==> config.mk <==
export PLATFORM = sky130hd
export DESIGN_NAME = rr_stream_mux
export DESIGN_NICKNAME = d
export VERILOG_FILES = /design/src/rtl/mux_pkg.sv /design/src/rtl/rr_arbiter.sv /design/src/rtl/rr_stream_mux.sv
export SDC_FILE = /design/constraint.sdc
export NUM_CORES = 1
export LEC_CHECK = 0
export ABC_CLOCK_PERIOD_IN_PS = 6100
export BUFFER_PORTS_ARGS = -buffer_cell sky130_fd_sc_hd__clkbuf_2
export CORE_AREA = 2 2 86 88
export CTS_CLUSTER_SIZE = 25
export DETAILED_ROUTE_END_ITERATION = 6
export DIE_AREA = 0 0 88 90
export GPL_ROUTABILITY_DRIVEN = 0
export PLACE_DENSITY = 0.78
export SYNTH_ARGS = -nofsm -noshare
export SYNTH_HDL_FRONTEND = slang
export SYNTH_HIERARCHICAL = 1
export SYNTH_SLANG_ARGS = --single-unit
==> constraint.sdc <==
create_clock -name clk -period 6.1 [get_ports clk]
set_input_delay 0.305 -clock clk [delete_from_list [all_inputs] [get_ports clk]]
set_output_delay 0.305 -clock clk [all_outputs]
set_load 0.03 [all_outputs]
==> src/rtl/mux_pkg.sv <==
// Shared definitions for the streaming multiplexer.
//   mux_mode_e : select mode encoding (FIXED / ROUND_ROBIN)
//   clog2w()   : channel-id width for a given channel count (never below 1)
package mux_pkg;

    typedef enum logic {
        MODE_FIXED = 1'b0,
        MODE_RR    = 1'b1
    } mux_mode_e;

    function automatic int clog2w(input int n);
        return (n <= 2) ? 1 : $clog2(n);
    endfunction

endpackage

==> src/rtl/rr_arbiter.sv <==
// Round-robin priority search over NUM_CH requests.
//   req         : request vector, one bit per channel
//   ptr         : channel with highest priority this cycle (must be < NUM_CH)
//   grant_valid : at least one request present
//   grant_idx   : first requesting channel at or after ptr, wrapping
// The request vector is doubled: the low copy is masked to channels >= ptr,
// the high copy is unmasked, so the lowest set bit of the doubled vector is
// the wrapped round-robin winner.
module rr_arbiter
    import mux_pkg::*;
#(
    parameter int NUM_CH = 16,
    parameter int SEL_W  = clog2w(NUM_CH)
) (
    input  logic [NUM_CH-1:0] req,
    input  logic [SEL_W-1:0]  ptr,
    output logic              grant_valid,
    output logic [SEL_W-1:0]  grant_idx
);

    logic [2*NUM_CH-1:0] dbl;

    for (genvar i = 0; i < NUM_CH; i++) begin : g_dbl
        assign dbl[i]          = req[i] && (i >= int'(ptr));
        assign dbl[NUM_CH + i] = req[i];
    end

    // Scan from the top down so the lowest set bit is the last one written.
    always_comb begin
        grant_valid = 1'b0;
        grant_idx   = '0;
        for (int i = 2*NUM_CH-1; i >= 0; i--) begin
            if (dbl[i]) begin
                grant_valid = 1'b1;
                grant_idx   = SEL_W'(i % NUM_CH);
            end
        end
    end

endmodule

==> src/rtl/rr_stream_mux.sv <==
// N:1 streaming multiplexer with a single registered output stage.
//   clk, rst_n : rising-edge clock, async active-low reset
//   mode       : 0 = FIXED (sel_fixed picks the channel), 1 = ROUND_ROBIN
//   sel_fixed  : channel select in FIXED mode; out-of-range selects nothing
//   in_valid / in_data / in_ready : per-channel stream inputs, in_ready one-hot or zero
//   out_valid / out_data / out_ch / out_ready : registered output stream
module rr_stream_mux
    import mux_pkg::*;
#(
    parameter int NUM_CH = 16,
    parameter int DATA_W = 8,
    parameter int SEL_W  = clog2w(NUM_CH)
) (
    input  logic                     clk,
    input  logic                     rst_n,
    input  logic                     mode,
    input  logic [SEL_W-1:0]         sel_fixed,
    input  logic [NUM_CH-1:0]        in_valid,
    input  logic [NUM_CH*DATA_W-1:0] in_data,
    output logic [NUM_CH-1:0]        in_ready,
    output logic                     out_valid,
    output logic [DATA_W-1:0]        out_data,
    output logic [SEL_W-1:0]         out_ch,
    input  logic                     out_ready
);

    mux_mode_e         mode_e;
    logic [SEL_W-1:0]  rr_ptr;
    logic              rr_vld;
    logic [SEL_W-1:0]  rr_idx;
    logic              fix_hit;
    logic              gnt_vld;
    logic [SEL_W-1:0]  gnt_idx;
    logic [DATA_W-1:0] gnt_data;
    logic              load_en;
    logic              xfer;

    assign mode_e = mux_mode_e'(mode);

    rr_arbiter #(.NUM_CH(NUM_CH), .SEL_W(SEL_W)) u_arb (
        .req         (in_valid),
        .ptr         (rr_ptr),
        .grant_valid (rr_vld),
        .grant_idx   (rr_idx)
    );

    // Compare against each legal index so an out-of-range select simply
    // matches nothing instead of indexing past the vector.
    always_comb begin
        fix_hit = 1'b0;
        for (int i = 0; i < NUM_CH; i++) begin
            if (sel_fixed == SEL_W'(i)) fix_hit = in_valid[i];
        end
    end

    assign gnt_vld = (mode_e == MODE_RR) ? rr_vld : fix_hit;
    assign gnt_idx = (mode_e == MODE_RR) ? rr_idx : sel_fixed;

    always_comb begin
        gnt_data = '0;
        for (int i = 0; i < NUM_CH; i++) begin
            if (gnt_idx == SEL_W'(i)) gnt_data = in_data[i*DATA_W +: DATA_W];
        end
    end

    // Single stage that refills in the cycle it drains: no bubbles.
    assign load_en = !out_valid || out_ready;
    assign xfer    = rst_n && load_en && gnt_vld;

    for (genvar i = 0; i < NUM_CH; i++) begin : g_rdy
        assign in_ready[i] = xfer && (gnt_idx == SEL_W'(i));
    end

    always_ff @(posedge clk or negedge rst_n) begin
        if (!rst_n) begin
            out_valid <= 1'b0;
            out_data  <= '0;
            out_ch    <= '0;
            rr_ptr    <= '0;
        end else if (load_en) begin
            if (gnt_vld) begin
                out_valid <= 1'b1;
                out_data  <= gnt_data;
                out_ch    <= gnt_idx;
                // Pointer only moves on RR grants; FIXED mode leaves it frozen.
                if (mode_e == MODE_RR)
                    rr_ptr <= (gnt_idx == SEL_W'(NUM_CH-1)) ? '0 : gnt_idx + SEL_W'(1);
            end else begin
                out_valid <= 1'b0;
            end
        end
    end

endmodule

# Word-level counts from Yosys, hierarchy flattened
# Index checks and enable logic that the tools add are counted.
# totals
reg_bits	17
inputBits	152
wordCells	187
# op_classes
addsub	1
order_cmp	15
eq_ne	30
n_mux	98
reduce_logical	39
# op_table
cell	n
$mux 4	33
$mux 8	16
$eq 4x4->1 const B	16
$mux 1	49
$logic_and 1x1->1	33
$eq 4x3->1 const B	8
$ge 4x4->1 const A	7
$eq 4x2->1 const B	4
$ge 3x4->1 const A	4
$eq 4x1->1 const B	2
$ge 1x4->1 const A	2
$ge 2x4->1 const A	2
$logic_not 4->1	2
$add 4x1->4 const B	1
$reduce_and 3->1	1
$reduce_and 2->1	1
$logic_not 1->1	1
$logic_or 1x1->1	1

# Depth between registers and ports, before layout
# Gate-level depths: netlist of the first run.
# depth
word_depth	49
mapped_depth	19
mapped_depth_nobuf	15

# Hierarchy
# The synthesis of the first run kept the hierarchy.
# by_module_without_submodules
mod	n_inst	cells_per_inst	area_each_um2
rr_stream_mux	1	325	2428.6
rr_arbiter	1	107	666.9

# Worst setup path before layout of the first run
# No wires, ideal clock.
# synth_path
kind	input -> register
start	input in_valid[7]
end	register out_data[5]
arrival_time_ps	3414
t_required_ps	5980
slack_ps	2566
path_stages	16
path_buffers	2
path_cell_list	or4_1 > o221ai_1 > a211oi_1 > o21ai_1 > a41oi_1 > mux2i_1 > inv_1 > ha_1 > buf_2 > or2_2 > clkbuf_1 > a221oi_1 > o32ai_1 > a222oi_1 > o221ai_1 > a31o_2
# synth_between
elab_chain_len	42
word_cells_on_any_way	93
# synth_lines
element	line_no	rtl
from (decl)	rr_stream_mux.sv:18	input logic [NUM_CH-1:0] in_valid,
$mux 4 (16 in a row)	rr_arbiter.sv:33	if (dbl[i]) begin
$mux 4 (*) (8 in a row)	rr_arbiter.sv:33	
net rr_idx[1]	rr_stream_mux.sv:30	logic [SEL_W-1:0] rr_idx;
$mux 4 (*)	rr_stream_mux.sv:57	assign gnt_idx = (mode_e == MODE_RR) ? rr_idx : sel_fixed;
net gnt_idx[1]	rr_stream_mux.sv:33	logic [SEL_W-1:0] gnt_idx;
$logic_not 4->1	rr_stream_mux.sv:62	if (gnt_idx == SEL_W'(i)) gnt_data = in_data[i*DATA_W +: DATA_W];
$mux 8 (15 in a row)	rr_stream_mux.sv:62	
$mux 8 (*)	rr_stream_mux.sv:62	
to (signal assigned)	rr_stream_mux.sv:83	out_data <= gnt_data;
to (decl)	rr_stream_mux.sv:22	output logic [DATA_W-1:0] out_data,
# The timed path passes the listed nets; every way through them passes the cells marked *.
# A chain may end at the register's enable or synchronous reset.

# Final worst setup path of the first run
# layout_path
start	register rr_ptr[2]
end	register out_data[5]
# layout_between
elab_chain_len	35
word_cells_on_any_way	95
# layout_lines
element	line_no	rtl
from (decl)	rr_stream_mux.sv:28	logic [SEL_W-1:0] rr_ptr;
from (signal assigned)	rr_stream_mux.sv:87	rr_ptr <= (gnt_idx == SEL_W'(NUM_CH-1)) ? '0 : gnt_idx + SEL_W'(1);
$ge 4x4->1	rr_arbiter.sv:24	assign dbl[i] = req[i] && (i >= int'(ptr));
$logic_and 1x1->1	rr_arbiter.sv:24	
$mux 4 (14 in a row)	rr_arbiter.sv:33	
$mux 4 (*)	rr_arbiter.sv:33	
net rr_idx[0]	rr_stream_mux.sv:30	
$mux 4 (*)	rr_stream_mux.sv:57	
net gnt_idx[0]	rr_stream_mux.sv:33	
$logic_not 4->1	rr_stream_mux.sv:62	
$mux 8 (15 in a row)	rr_stream_mux.sv:62	
$mux 8 (*)	rr_stream_mux.sv:62	
# Marked as above.

==> results_dict.tcl, run 1 <==
set metrics [dict create \
    synth_area_leaders "dfrtp_1, a21oi_1, o22ai_1" \
    syn_area_per_cell_um2 7.165 \
    multiInputGateArea_um2 2382 \
    drt_iter0_markers 592 \
    rsz0062_at_grt "no" \
    status "completed" \
    cts.clk_slew.worst_paths_ns 0.07 \
    p_clk_share_pct 6.0 \
    vdd_ir_drop_max_uv 204.2 \
    final-seq-area_um2 425.4 \
    wl_per_cell_um 19.22 \
    skew_ns 0.01226 \
    synthArstFlopShare_pct 100.0 \
    postCtsSetupBuffers 0 \
    power.switching_w 0.0008039 \
    grt_max_degree 35 \
    io_pins 181 \
    drive_gt1_share_pct 36.03 \
    syn_nets 588 \
    fillers 673 \
    fp.dieH_um 90 \
    netlist_area_um2 3095 \
    fmax_mhz 200.1 \
    hp-class "input pin to asynchronous set/reset pin" \
    synth_top_area_share_pct 13.74 \
    p_leak_nw 1.828 \
    instances_no_fill 679 \
    die_x_um 88 \
    synthFlopType "dfrtp_1" \
    intPower_w 0.0006300 \
    via_per_inst 6.495 \
    track_usage_pct 31.77 \
    antenna_found_initial 0 \
    ys_ff_latch 17 \
    sw_frac_of_total_pct 56.06 \
    power_w 0.001434 \
    worstPathRequired_ns 6.25 \
    setup_viol 0 \
    timing.final.hold_violations 0 \
    cts_tree "done" \
    final.setup.tns_ns 0 \
    grt_pass1_vias 4096 \
    vias 4410 \
    dieArea_um2 7920 \
    synth-seq-area-share_pct 13.74 \
    syn_to_final_growth_pct 29.02 \
    power_density_nw_per_um2 359.0 \
    ctsResizeCount 0 \
    clk_latency_ns 0.26 \
    power_frac_seq_pct 16.2 \
    drv_cap 0 \
    r2r_slack_ns 1.10 \
    ant_nets 0 \
    fin_crit_sh_pct 81.92 \
    worstPathArrival_ns 5.15 \
    grt_pass1_wl_um 20330 \
    cp_max_fo 25 \
    cts_hold_buf 0 \
    start_util_pct 44.09 \
    yosysUniqueCellTypes 74 \
    rows 31 \
    drt_wl_total_um 13050 \
    core_um2 7020 \
    htreeDepth 1 \
    period_minus_slack_ns 4.997 \
    numPortBuffers 180 \
    dp_worst_setup_slack_ns 1.321 \
    place_inst 675 \
    netlist_instances 432 \
    firstDrtPassIters 5 \
    gr-total-overflow 0 \
    synth_common_cells "nor2_1, a21oi_1, o22ai_1" \
    hpwl_um 10280 \
    diodes 0 \
    worst_slack_ns 1.103 \
    critPathKind "flop to flop" \
    post-route-drc-count 0 \
    ys_warn_count 6 \
    synth_most_common_cell "nor2_1" \
    cts_buffer_depth 2 \
    cp-start-kind "flop" \
    slew_headroom_pct 17.73 \
    final_max_slew_viol_count 0 \
    crit_path_end_kind "flop" \
    cts_made_buffers 3 \
    tightest_slew_ns 1.234 \
    final_nets 737 \
    p_comb_share_pct 77.9 \
    root_buffer "clkbuf_8" \
    synth_top_area_cell "dfrtp_1" \
    synth_edf_count 0 \
    numClockSinks 17 \
]
final timing paths:
| path | from | to | cells after the start |
|---|---|---|---|
| worst max-delay path | rr_ptr[2] | out_data[5] | 15 |
| max in group asynchronous | rst_n | rr_ptr[3] | 1 |
| worst min register to register | out_data[6] | out_data[6] | 1 |
| worst min-delay path | rst_n | out_data[2] | 1 |
| worst max register to register | rr_ptr[2] | out_data[5] | 15 |
| min in group clk | out_ready | out_valid | 3 |
cell usage in the layout (no fill, tap or decap), drive strengths merged, types with 4 or more instances in the layout:
cell / instances
a22o: 4
mux2i: 6
nor3: 7
a221oi: 15
nand2b: 6
nand2: 27
ha: 4
o2bb2ai: 8
nor2b: 11
nor3b: 4
dfrtp: 17
or2: 4
o21ai: 14
a21oi: 36
clkbuf: 184
o21a: 10
and4: 6
nor2: 39
buf: 4
o22ai: 28
a32oi: 8
a31oi: 12
o211ai: 15
nand3: 11
o32ai: 8
o22a: 6
nor4: 4
inv: 21
or3: 6
o31ai: 4
cell families after synthesis:
kind of cell             after synthesis  synth area share [%]
adder cells (fa/ha/maj)                4                 1.617
AO/OA/AOI/OAI                        193                 45.07
AND/OR/NAND/NOR                      143                 25.59
multiplexers                          10                 4.123
buffers and inverters                 63                 9.297
XOR/XNOR                               2                0.5660
flip-flops                            17                 13.74
critical path, stage by stage (launching register included):
cell	delay [ns]
dfrtp_1	0.66
nand2_1	0.19
nor3_1	0.39
o221ai_1	0.19
o211ai_1	0.22
o2bb2ai_1	0.15
nand2_1	0.07
o21a_1	0.18
inv_1	0.11
ha_1	0.52
clkinv_1	0.83
o22ai_1	0.43
o32ai_1	0.11
a222oi_1	0.43
o221ai_1	0.16
a31o_2	0.25
routing by layer:
metal	global-route usage [%]	part of all wire, %	vias to the layer above
met5	0	0	-
met4	10.38	3.7	0
met3	3.949	10	51
met2	51.26	48	343
met1	43.42	39	2020
li1	-	-	1996
power by group through the flow:
stage	sequential, W	combinational, W	clock (W)
after global placement	0.000226	0.00106	0
after CTS	0.000229	0.00109	0.0000853
after global routing	0.000242	0.00120	0.0000934
after detailed placement	0.000232	0.00108	0
final	0.000232	0.00112	0.0000855
after floorplan	0.000267	0.000768	0
registers in the layout, indices dropped and copies added, names as in the netlist:
signal     cells
rr_ptr         4
out_ch         4
out_data       8
out_valid      1
final cells by class:
type,instances,share of cell area [%]
clock buffer,4,1.128
multi-input combinational,352,59.65
timing repair buffer,184,23.31
sequential,17,10.65
inverter,23,2.162
tap,99,3.102
stage by stage:
stage	hold WS [ns]	util, %	area, µm²
after global placement	0.3001	56.25	3949
after detailed placement	0.3104	56.25	3949
after global routing	0.05137	56.89	3994
after CTS	0.03531	56.89	3994
after floorplan	0.009409	-	3095
final	0.01892	56.89	3994
No activity file was read; power rests on OpenSTA's default activity.
==> run 2: changes to the inputs <==
--- a/config.mk
+++ b/config.mk
@@ -5,14 +5,15 @@
 export SDC_FILE = /design/constraint.sdc
 export NUM_CORES = 1
 export LEC_CHECK = 0
-export ABC_CLOCK_PERIOD_IN_PS = 6100
+export ABC_AREA = 1
+export ABC_CLOCK_PERIOD_IN_PS = 4600
 export BUFFER_PORTS_ARGS = -buffer_cell sky130_fd_sc_hd__clkbuf_2
-export CORE_AREA = 2 2 86 88
+export CORE_AREA = 2 2 87 89
 export CTS_CLUSTER_SIZE = 25
 export DETAILED_ROUTE_END_ITERATION = 6
-export DIE_AREA = 0 0 88 90
+export DIE_AREA = 0 0 89 91
 export GPL_ROUTABILITY_DRIVEN = 0
-export PLACE_DENSITY = 0.78
+export PLACE_DENSITY = 0.77
 export SYNTH_ARGS = -nofsm -noshare
 export SYNTH_HDL_FRONTEND = slang
 export SYNTH_HIERARCHICAL = 1
==> constraint.sdc (replaced) <==
create_clock -name clk -period 4.6 [get_ports clk]
set_input_delay 0.23 -clock clk [delete_from_list [all_inputs] [get_ports clk]]
set_output_delay 0.23 -clock clk [all_outputs]
set_load 0.03 [all_outputs]
==> run 2 against run 1 <==
Against the previous run:
- worst setup slack got worse by 0.66 ns
- combinational power rose by 23%
- area after synthesis rose by 1.9%
- global-route usage fell by 5.1 points
- sequential share of layout area fell by 0.37 points
- synthesized cell count rose by 40%
==> results_dict.tcl, run 2 <==
set metrics [dict create \
    status "completed" \
    rsz0062_at_grt "no" \
    hpwl_um 9404 \
    intPower_w 0.0007452 \
    worstPathArrival_ns 3.92 \
    crit_path_end_kind "primary output" \
    synth_area_leaders "nand2_1, dfrtp_1, nor2_1" \
    syn_area_per_cell_um2 5.220 \
    final_nets 933 \
    crit_chain "inv_1 > a21oi_1 > nor2_1 > inv_1 > a21oi_1 > nand2_1 > nand2_1 > nand2_1 > nand2_1 > nand2_1 > a21oi_2 > or2_2 > o21ai_0 > inv_1 > ha_1 > clkinvlp_4 > nor2_2 > clkinv_1 > nor2_1 > clkbuf_2" \
    via_per_inst 5.089 \
    tightest_slew_ns 0.9576 \
    firstDrtPassIters 5 \
    track_usage_pct 26.71 \
    synthArstFlopShare_pct 100.0 \
    rows 31 \
    diodes 0 \
    top_regs "out_data: 8 flops, out_ch: 4 flops, rr_ptr: 4 flops" \
    gr-total-overflow 0 \
    cts.clk_slew.worst_paths_ns 0.07 \
    hp-class "input pin to flop" \
    p_leak_nw 2.457 \
    core_um2 7137 \
    netlist_area_um2 3153 \
    setup_viol 0 \
    ys_ff_latch 17 \
    syn_nets 760 \
    final_max_slew_viol_count 0 \
    p_comb_share_pct 78.0 \
    cpMaxStageDelayCell "dfrtp_1" \
    regMostFlops "out_data" \
    antenna_found_initial 0 \
    grt_pass1_wl_um 17730 \
    synth_top_area_share_pct 23.69 \
    clk_latency_ns 0.26 \
    cts_made_buffers 3 \
    critPathKind "flop to primary output" \
    postCtsSetupBuffers 0 \
    drt_iter0_markers 301 \
    ant_nets 0 \
    fp.dieH_um 91 \
    skew_ns 0.005297 \
    worstPathRequired_ns 4.37 \
    synth-seq-area-share_pct 13.49 \
    r2r_slack_ns 0.54 \
    largest_register_ffs 8 \
    numClockSinks 17 \
    post-route-drc-count 0 \
    final.setup.tns_ns 0 \
    p_clk_share_pct 6.5 \
    fin_hold_ws_ns 0.2839 \
    drive_gt1_share_pct 30.93 \
    synth_most_common_cell "nand2_1" \
    ys_warn_count 6 \
    fmax_mhz 240.7 \
    synth_top_area_cell "nand2_1" \
    power.switching_w 0.001020 \
    fin_crit_sh_pct 90.31 \
    root_buffer "clkbuf_8" \
    vias 4453 \
    cp_max_fo 10 \
    htreeDepth 1 \
    yosysUniqueCellTypes 37 \
    io_pins 181 \
    syn_to_final_growth_pct 31.27 \
    timing.final.hold_violations 0 \
    place_inst 870 \
    numPortBuffers 180 \
    start_util_pct 44.18 \
    path_delay_family "buffers and inverters" \
    die_x_um 89 \
    synth_common_cells "nand2_1, nor2_1, inv_1" \
    instances_no_fill 875 \
    synth_edf_count 0 \
    grt_pass1_vias 3998 \
    power_density_nw_per_um2 426.5 \
    period_minus_slack_ns 4.154 \
    slew_headroom_pct 35.92 \
    netlist_instances 604 \
    dieArea_um2 8099 \
    synthFlopType "dfrtp_1" \
    drt_wl_total_um 11440 \
    wl_per_cell_um 13.07 \
    grt_max_degree 26 \
    layout_commonest_cell "nand2_1" \
    power_frac_seq_pct 15.4 \
    cts_tree "done" \
    cts_buffer_depth 2 \
    final_cell_mix "nand2_1, clkbuf_2, nor2_1" \
    drv_cap 0 \
    max_stage_delay_ns 0.45 \
    sw_frac_of_total_pct 57.78 \
    vdd_ir_drop_max_uv 341.3 \
    cp_common_cell "nand2_1" \
    path_buf_inv 6 \
    cp-start-kind "flop" \
]
-- run 2: changes by cell type in the layout (fill, tap and decap cells not counted), sizes merged, moves of 16 or more --
cell   change
nand2    +178
o22ai     -28
nor2      +62
a21oi     +16
inv       +63
nand3     +44
-- run 2: path summary, 6_finish.rpt --
| kind | start | cells past startpoint | to |
|---|---|---|---|
| setup / recovery | rr_ptr[2] | 20 | in_ready[15] |
| hold / removal | in_data[119] | 5 | out_data[7] |
| setup reg to reg | rr_ptr[3] | 36 | out_data[0] |
| hold reg to reg | out_data[6] | 2 | out_data[6] |
| max in group asynchronous | rst_n | 2 | rr_ptr[2] |
| min in group asynchronous | rst_n | 2 | out_ch[3] |
-- run 2: power by group through the flow --
stage | combinational [W] | sequential [W] | clock (W)
after global routing | 0.00156 | 0.000280 | 0.000122
final | 0.00138 | 0.000273 | 0.000115
after global placement | 0.00134 | 0.000270 | 0
after CTS | 0.00136 | 0.000270 | 0.000117
after floorplan | 0.000940 | 0.000354 | 0
after detailed placement | 0.00136 | 0.000270 | 0
-- run 2: metal layers --
layer | GRT usage [%] | up-vias | part of all wire (%)
met2 | 44.84 | 216 | 47
met1 | 36.74 | 1963 | 43
li1 | - | 2245 | -
met3 | 2.455 | 29 | 8.0
met4 | 5.970 | 0 | 1.9
met5 | 0 | - | 0
-- run 2: cell type report --
cell class              instances  area (µm²)
inverters                      89       371.6
multi-input cells             485        2262
fillers                       797        2998
repair buffers                181       910.9
flip-flops and latches         17       425.4
well taps                      99       123.9
clock buffers                   4       45.04
-- run 2: cells by family after synthesis --
logic type | share of synthesized area [%]
DFF | 13.49
and+or+nand+nor | 56.15
AOI/OAI and AO/OA | 13.73
adders and majority gates | 1.587
buffers and inverters | 14.76
xor gates and xnor gates | 0.2778
-- run 2: worst min-delay path, delay by kind of cell --
kind / cells / cell delay (ns)
AO/OA/AOI/OAI: 1 / 0.06
buffers and inverters: 1 / 0.07
AND/OR/NAND/NOR: 3 / 0.15
-- run 2: per-stage QoR --
| step | power (W) | worst slack [ns] | instance area, µm² | util [%] |
|---|---|---|---|---|
| 6_report | 0.001765 | 0.4456 | 4139 | 57.99 |
| 5_1_grt | 0.001963 | 0.01814 | 4139 | 57.99 |
| 4_1_cts | 0.001748 | 0.4748 | 4131 | 57.89 |
| 3_5_place_dp | 0.001627 | 0.4677 | 4076 | 57.12 |
| 3_3_place_gp | 0.001611 | 0.5549 | 4076 | 57.12 |
| 2_1_floorplan | 0.001294 | 1.226 | 3153 | - |
-- run 2: timing repair --
| action | in CTS | in global routing |
|---|---|---|
| hold endpoints to repair | 17 | 0 |
| resized for setup | 0 | 2 |
| setup endpoints to repair | 0 | 3 |
| hold buffers | 1 | 0 |
